==> src/rtl/mc_main_ctrl.sv <==
// Multi-cycle main control FSM for the MIPS-subset core: sequences each instruction
// and drives datapath selects/enables, with memory-wait timeout and illegal-opcode flags.
//
// state  | meaning
// FETCH  | read instruction at PC, PC += 4 when memory completes
// DECODE | read regs, precompute branch target in ALUOut
// MEMADR | compute load/store address rs + imm
// MEMRD  | read data memory at ALUOut
// MEMWB  | write MDR to rt
// MEMWR  | write rt to memory at ALUOut
// EXEC   | R-type ALU operation
// ALUWB  | write ALUOut to rd
// BRANCH | compare rs/rt, load PC from ALUOut when equal
// JUMP   | load PC with jump target
// IMMEXE | immediate ALU operation (ADDI/ORI/LUI)
// IMMWB  | write ALUOut to rt
module mc_main_ctrl #(
    parameter int MEM_TIMEOUT = 16
) (
    input  logic       clk,
    input  logic       rst,
    input  logic [5:0] op_code,
    input  logic       zero,
    input  logic       mem_ready,
    output logic       PCWrite,
    output logic       PCWriteCond,
    output logic       IorD,
    output logic       MemRead,
    output logic       MemWrite,
    output logic       IRWrite,
    output logic       MemtoReg,
    output logic       RegDst,
    output logic       RegWrite,
    output logic       ALUSrcA,
    output logic [1:0] ALUSrcB,
    output logic [1:0] ALUOp,
    output logic [1:0] PCSource,
    output logic       SigHigh,
    output logic       bus_err,
    output logic       illegal_op
);

    localparam logic [5:0] OP_RTYPE = 6'b000000;
    localparam logic [5:0] OP_LW    = 6'b100011;
    localparam logic [5:0] OP_SW    = 6'b101011;
    localparam logic [5:0] OP_BEQ   = 6'b000100;
    localparam logic [5:0] OP_J     = 6'b000010;
    localparam logic [5:0] OP_ADDI  = 6'b001000;
    localparam logic [5:0] OP_ORI   = 6'b001101;
    localparam logic [5:0] OP_LUI   = 6'b001111;

    localparam logic [7:0] WAIT_LAST = 8'(MEM_TIMEOUT - 1);

    typedef enum logic [3:0] {
        FETCH, DECODE, MEMADR, MEMRD, MEMWB, MEMWR,
        EXEC, ALUWB, BRANCH, JUMP, IMMEXE, IMMWB
    } state_t;

    state_t     state, nextState;
    logic [7:0] waitCnt, nextWait;
    logic       timeout;

    // The zero flag qualifies the PC load in the datapath through PCWriteCond.
    logic unusedZero;
    assign unusedZero = zero;

    assign timeout = (waitCnt == WAIT_LAST);

    always_ff @(posedge clk) begin
        if (rst) begin
            state   <= FETCH;
            waitCnt <= 8'd0;
        end else begin
            state   <= nextState;
            waitCnt <= nextWait;
        end
    end

    always_comb begin
        nextState   = state;
        nextWait    = 8'd0;
        PCWrite     = 1'b0;
        PCWriteCond = 1'b0;
        IorD        = 1'b0;
        MemRead     = 1'b0;
        MemWrite    = 1'b0;
        IRWrite     = 1'b0;
        MemtoReg    = 1'b0;
        RegDst      = 1'b0;
        RegWrite    = 1'b0;
        ALUSrcA     = 1'b0;
        ALUSrcB     = 2'b00;
        ALUOp       = 2'b00;
        PCSource    = 2'b00;
        SigHigh     = 1'b0;
        bus_err     = 1'b0;
        illegal_op  = 1'b0;

        case (state)
            FETCH: begin
                MemRead = 1'b1;
                ALUSrcB = 2'b01;
                if (mem_ready) begin
                    IRWrite   = 1'b1;
                    PCWrite   = 1'b1;
                    nextState = DECODE;
                end else if (timeout) begin
                    bus_err   = 1'b1;
                    nextState = FETCH;
                end else begin
                    nextWait  = waitCnt + 8'd1;
                end
            end
            DECODE: begin
                ALUSrcB = 2'b11;
                case (op_code)
                    OP_LW, OP_SW:             nextState = MEMADR;
                    OP_RTYPE:                 nextState = EXEC;
                    OP_BEQ:                   nextState = BRANCH;
                    OP_J:                     nextState = JUMP;
                    OP_ADDI, OP_ORI, OP_LUI:  nextState = IMMEXE;
                    default: begin
                        illegal_op = 1'b1;
                        nextState  = FETCH;
                    end
                endcase
            end
            MEMADR: begin
                ALUSrcA   = 1'b1;
                ALUSrcB   = 2'b10;
                nextState = (op_code == OP_LW) ? MEMRD : MEMWR;
            end
            MEMRD: begin
                MemRead = 1'b1;
                IorD    = 1'b1;
                if (mem_ready) begin
                    nextState = MEMWB;
                end else if (timeout) begin
                    bus_err   = 1'b1;
                    nextState = FETCH;
                end else begin
                    nextWait  = waitCnt + 8'd1;
                end
            end
            MEMWB: begin
                RegWrite  = 1'b1;
                MemtoReg  = 1'b1;
                nextState = FETCH;
            end
            MEMWR: begin
                MemWrite = 1'b1;
                IorD     = 1'b1;
                if (mem_ready) begin
                    nextState = FETCH;
                end else if (timeout) begin
                    bus_err   = 1'b1;
                    nextState = FETCH;
                end else begin
                    nextWait  = waitCnt + 8'd1;
                end
            end
            EXEC: begin
                ALUSrcA   = 1'b1;
                ALUOp     = 2'b10;
                nextState = ALUWB;
            end
            ALUWB: begin
                RegWrite  = 1'b1;
                RegDst    = 1'b1;
                nextState = FETCH;
            end
            BRANCH: begin
                ALUSrcA     = 1'b1;
                ALUOp       = 2'b01;
                PCWriteCond = 1'b1;
                PCSource    = 2'b01;
                nextState   = FETCH;
            end
            JUMP: begin
                PCWrite   = 1'b1;
                PCSource  = 2'b10;
                nextState = FETCH;
            end
            IMMEXE: begin
                ALUSrcA   = 1'b1;
                ALUSrcB   = 2'b10;
                ALUOp     = (op_code == OP_ORI) ? 2'b11 : 2'b00;
                SigHigh   = (op_code == OP_LUI);
                nextState = IMMWB;
            end
            IMMWB: begin
                RegWrite  = 1'b1;
                SigHigh   = (op_code == OP_LUI);
                nextState = FETCH;
            end
            default: nextState = FETCH;
        endcase

        // Reset silences every enable in the same cycle so an aborted access never writes.
        if (rst) begin
            PCWrite     = 1'b0;
            PCWriteCond = 1'b0;
            IorD        = 1'b0;
            MemRead     = 1'b0;
            MemWrite    = 1'b0;
            IRWrite     = 1'b0;
            MemtoReg    = 1'b0;
            RegDst      = 1'b0;
            RegWrite    = 1'b0;
            ALUSrcA     = 1'b0;
            ALUSrcB     = 2'b00;
            ALUOp       = 2'b00;
            PCSource    = 2'b00;
            SigHigh     = 1'b0;
            bus_err     = 1'b0;
            illegal_op  = 1'b0;
        end
    end

endmodule

==> config.mk <==
export PLATFORM = sky130hd
export DESIGN_NAME = mc_main_ctrl
export DESIGN_NICKNAME = d
export VERILOG_FILES = /design/src/rtl/mc_main_ctrl.sv
export SDC_FILE = /design/constraint.sdc
export NUM_CORES = 1
export LEC_CHECK = 0
export ABC_CLOCK_PERIOD_IN_PS = 1220
export BUFFER_PORTS_ARGS = -buffer_cell sky130_fd_sc_hd__buf_2
export CORE_ASPECT_RATIO = 1.1
export CORE_MARGIN = 10
export CORE_UTILIZATION = 46
export CTS_CLUSTER_DIAMETER = 30
export DETAILED_ROUTE_END_ITERATION = 10
export PLACE_DENSITY = 0.75
export SYNTH_ARGS = -nofsm -noshare
export SYNTH_HDL_FRONTEND = slang
export SYNTH_SLANG_ARGS = --single-unit
==> constraint.sdc <==
create_clock -name clk -period 1.22 [get_ports clk]
set_input_delay 0.183 -clock clk [delete_from_list [all_inputs] [get_ports clk]]
set_output_delay 0.183 -clock clk [all_outputs]
set_load 0.02 [all_outputs]
==> metrics.md, run 1 <==
| Metric | Value |
|---|---|
| Run status | `aborted with a tool error` |
| Last flow stage reached | `4_1_cts` |
| Stop err | `[ERROR DPL-0038] Utilization greater than 100%, impossible to legalize` |
| Total clock buffers created by CTS | `3` |
| Setup Buffers After CTS | `15` |
| Core Rows | `17` |
| Chip width | `64.7 µm` |
| Post_cts resized | `76` |
| Weighted congestion reported at the end of routability-driven placement | `roughly 0.91` |
| Number of buffers added to fix hold violations after cts | `0` |
| Number of synthesis warnings | `0` |
| Vertical die dimension | `approximately 70 µm` |
| Post-synth cell types | `37` |
| Post-synth ARST share | `0` |
| Share of synthesized area occupied by flip-flops and latches | `0.238` |
| Input/output buffers | `27` |
| Level count of the clock H-tree | `1` |
| Synthesized netlist net count | `between 150 and 200` |
| Post-Synthesis Mean Instance Area | `roughly 7.1 µm²` |
| Number of standard cells after synthesis | `142` |
| Area contributors post-synth | `dfxtp_1, nor2_1, nor3_1, xor2_1, nand2_1` |
| Number of cells after detailed placement | `between 200 and 250` |
| Largest buffer count on any clock path | `2` |
| Clock Sink Count | `12` |
| Post-synth top area cell | `dfxtp_1` |
| Top cell type's share of synthesized area | `0.238` |
| Main flop type after synthesis | `dfxtp_1` |
| Netlist Area Pre-Place | `a little over 1000 µm²` |
| Cell at the root of the clock tree | `clkbuf_4` |
| Flip-flop and latch count after synthesis | `12` |
| I/O pin cnt | `29` |
| Starting utilization of the core area | `0.494` |
| Number of synthesized flops with an enable pin | `0` |
| Post-DP HPWL | `approximately 3.1 mm` |
[cell usage after synthesis, types with 3 or more instances]
master / instances
a21oi_1: 6
and3_1: 4
buf_2: 6
buf_4: 3
dfxtp_1: 12
inv_1: 5
nand2_1: 11
nand3_1: 3
nor2_1: 24
nor2b_1: 5
nor3_1: 10
nor4_1: 6
o21ai_0: 5
or2_2: 3
xnor2_1: 4
xor2_1: 5
[metrics by stage]
step,instance area (µm²),worst slack [ps]
after floorplan,1240,-155
after detailed placement,1700,-383
after global placement,1700,-315
[logic make-up after synthesis]
family	count (synthesis)	synth area share
xor+xnor	9	0.0781
flops	12	0.238
fa+ha+maj	1	0.0124
simple gates	75	0.369
buf+inv	16	0.0929
compound gates	29	0.209
==> inputs of run 2 (changes only) <==
- ABC_CLOCK_PERIOD_IN_PS: 1220 -> 1600
- CORE_AREA: unset -> 10 10 71 73
- CORE_ASPECT_RATIO: 1.1 -> unset
- CORE_MARGIN: 10 -> unset
- CORE_UTILIZATION: 46 -> unset
- CTS_CLUSTER_DIAMETER: 30 -> unset
- DIE_AREA: unset -> 0 0 81 83
- PLACE_DENSITY: 0.75 -> unset
- PLACE_DENSITY_LB_ADDON: unset -> 0.15
- clock period: 1.22 -> 1.6 ns (I/O delays scaled with it)
==> metrics.md, run 2 <==
| Metric | Value |
|---|---|
| Post-layout instance area | `~1700 µm²` |
| Worst-case hold path end point | `state[2]$_SDFF_PP0_` |
| Type of the most critical hold path | `input port to flip-flop` |
| Headroom to the max-slew limit | `0.741` |
| Hold Path Depth | `3` |
| Final setup fails | `4` |
| Total negative setup slack | `-110 ps` |
| Transition time of the tightest slew-check pin | `between 300 and 400 ps` |
| Clock Sink Count | `12 (unchanged)` |
| Most frequent cells in the layout | `buf_4, nor2_1, buf_2` |
| Input/output buffers | `27 (unchanged)` |
| Crit Reg-Reg Endpoint | `state[0]$_SDFF_PP0_` |
| Post-placement worst setup slack | `-57.7 ps (+326 ps)` |
| Total clock buffers created by CTS | `3 (unchanged)` |
| Area growth syn-to-layout | `69.0%` |
| Maximum number of pins on one net before global-route repair | `13` |
| Failing checks | `negative setup slack` |
| Maximum vdd ir drop | `~0.00044 V` |
| Routed len/inst | `13.8 µm` |
| Number of antenna-violating nets in the routed design | `0` |
| Biggest registers after layout | `waitCnt x8, state x4` |
| Reg2reg path depth | `6` |
| Synthesized netlist net count | `153 (unchanged)` |
| Number of detailed-route iterations in the first pass | `4` |
| Total cell area at the placement stage | `1330 µm² (-22%)` |
| Total power divided by cell area | `505 nW/µm²` |
| Register-to-register setup slack | `about 100 ps` |
| Weighted congestion reported at the end of routability-driven placement | `0.833 (-8.3%)` |
| Ant diodes | `0` |
| Max frequency | `between 0.6 and 0.7 GHz` |
| First-pass GRT wire length | `roughly 5.5 mm` |
| Skew final | `approximately 6.7 ps` |
| Number of standard cells after synthesis | `142 (unchanged)` |
| Core Rows | `22 (+5)` |
| Most frequent cell after synthesis | `nor2_1` |
| Clock slew at reported path FFs | `around 50 ps` |
| Area of the placeable core | `between 3000 and 4000 µm²` |
| Vertical die dimension | `83 µm (+20%)` |
| Congestion Overflow GR | `0` |
| Post-DP HPWL | `2.46 mm (-21%)` |
| Worst min-delay path startpoint | `mem_ready` |
| Final worst path period share | `1.03` |
| Chip width | `81 µm (+25%)` |
| Residual DRC | `0` |
| Main flop type after synthesis | `dfxtp_1` |
| Final Net Count | `210` |
| Top cell type's share of synthesized area | `0.238 (unchanged)` |
| Number of synthesized flops with an enable pin | `0 (unchanged)` |
| Starting utilization of the core area | `0.278 (-0.217)` |
| Period minus WS final | `1660 ps` |
| Element type at the critical path start | `flip-flop` |
| Flip-flop count of the largest register, all copies and words added | `8` |
| Total via count after detailed routing | `1225` |
| Core Util, Final | `0.470` |
| Share of synthesized area occupied by flip-flops and latches | `0.238 (unchanged)` |
| Post-synth top area cell | `dfxtp_1` |
| Die area | `about 6700 µm²` |
| Largest register by flop count | `waitCnt` |
| I/O pin cnt | `29 (unchanged)` |
| Largest buffer count on any clock path | `2 (unchanged)` |
| Vias per cell | `5.00` |
| Leading cell type in the layout, fill and taps excluded | `buf_4` |
| CTS tree | `built` |
| Flip-flop and latch count after synthesis | `12 (unchanged)` |
| Setup repair after global routing missed its margin | `true` |
| Max Slew Vio Count | `0` |
| Type of the worst setup path | `flip-flop to primary output` |
| R2r startpoint | `state[2]$_SDFF_PP0_` |
| Leak pwr | `0.717 nW` |
| Post-synth cell types | `37 (unchanged)` |
| Wirelength, routed | `3.38 mm` |
| Total of max-cap violations | `0` |
| Number of buffers added to fix hold violations after cts | `0 (unchanged)` |
| Critical Path Sink Type | `primary output` |
| Worst-Skew Late Latency | `240 ps` |
| Level count of the clock H-tree | `1 (unchanged)` |
| Post-synth ARST share | `0 (unchanged)` |
| Run status | `complete, but fails checks` |
| Via count of the first global-routing pass | `between 1k and 1.5k` |
| Critical path fanouts, max | `6` |
| Area contributors post-synth | `dfxtp_1, nor2_1, nor3_1, xor2_1, nand2_1` |
| Slack of the critical path | `-55.8 ps` |
| Count of endpoints failing hold in the final timing report | `0` |
| GR Util All Layers | `0.0972` |
| Cell at the root of the clock tree | `clkbuf_8` |
| Netlist Area Pre-Place | `1010 µm² (unchanged)` |
| Top cells by count, synth | `nor2_1, dfxtp_1, nand2_1, nor3_1` |
| Number of synthesis warnings | `0 (unchanged)` |
| Fraction of layout instances using a drive strength above 1 | `0.553` |
| Required @ worst endpoint | `roughly 1400 ps` |
| DR iter-0 viols | `roughly 120` |
| Post-Synthesis Mean Instance Area | `7.11 µm² (unchanged)` |
| WP data arrival | `~1400 ps` |
| Number of antenna violations at the first check in global routing | `0` |
-- run 2: cell families (layout without fill, tap and decap cells) --
family,after synthesis,count (layout),share of synthesized area
and+or+nand+nor,75,75,0.369
adders and majority gates,1,1,0.0124
AOI/OAI and AO/OA,29,29,0.209
DFF,12,12,0.238
buffers and inverters,16,71,0.0929
xor gates and xnor gates,9,9,0.0781
-- run 2: area by class of cell --
| type | count | area [µm²] |
|---|---|---|
| tap | 48 | 60.1 |
| clock buffer | 3 | 41.3 |
| fill | 357 | 1930 |
| inverter | 5 | 18.8 |
| multi-input combinational | 114 | 861 |
| timing repair buffer | 63 | 467 |
| sequential | 12 | 259 |
-- run 2: worst max path at each step --
| stage | start | end | slack, ps | depth (start not counted) |
|---|---|---|---|---|
| 6_report | state[2]$_SDFF_PP0_ | RegWrite | -60 | 6 |
| 5_1_grt | state[2]$_SDFF_PP0_ | SigHigh | -110 | 5 |
| 4_1_cts | state[2]$_SDFF_PP0_ | SigHigh | -40 | 5 |
| 3_5_place_dp | state[1]$_SDFF_PP0_ | waitCnt[2]$_SDFF_PP0_ | -60 | 4 |
| 3_3_place_gp | op_code[0] | illegal_op | -50 | 6 |
| 2_1_floorplan | op_code[3] | illegal_op | -30 | 5 |
-- run 2: critical path, stage by stage (launching register included) --
cell     delay, ps
dfxtp_4        400
buf_6          140
nor2b_2         50
or2_4          220
a22oi_2        140
nor2_1          70
buf_4          160
-- run 2: repair_timing --
action / in CTS / in global routing
gates cloned: 0 / 0
resized for setup: 51 / 26
setup endpoints to repair: 26 / 24
buffers inserted: 9 / 2
pin swaps: 10 / 9
-- run 2: where the power goes --
group / total, W / switching [W] / internal, W
sequential: 0.000318 / 0.0000145 / 0.000304
combinational: 0.000275 / 0.000140 / 0.000135
clock: 0.000269 / 0.000104 / 0.000165
total: 0.000862 / 0.000258 / 0.000604
-- run 2: stage by stage --
step / total power, W / hold WS (ps) / instances
finish: 0.000862 / 384 / 245
global route: 0.000912 / 392 / 245
CTS: 0.000847 / 377 / 243
detailed placement: 0.000535 / 439 / 231
global placement: 0.000532 / 431 / 231
floorplan: 0.000448 / 418 / 142
-- run 2: layer usage --
layer  track usage  share of wire  vias to the layer above
met5             0              0                        -
met4        0.0172         0.0018                        0
met3        0.0366          0.090                        2
met2         0.166           0.52                       42
met1         0.111           0.39                      560
li1              -              -                      621
(Power assumes the default switching activity.)
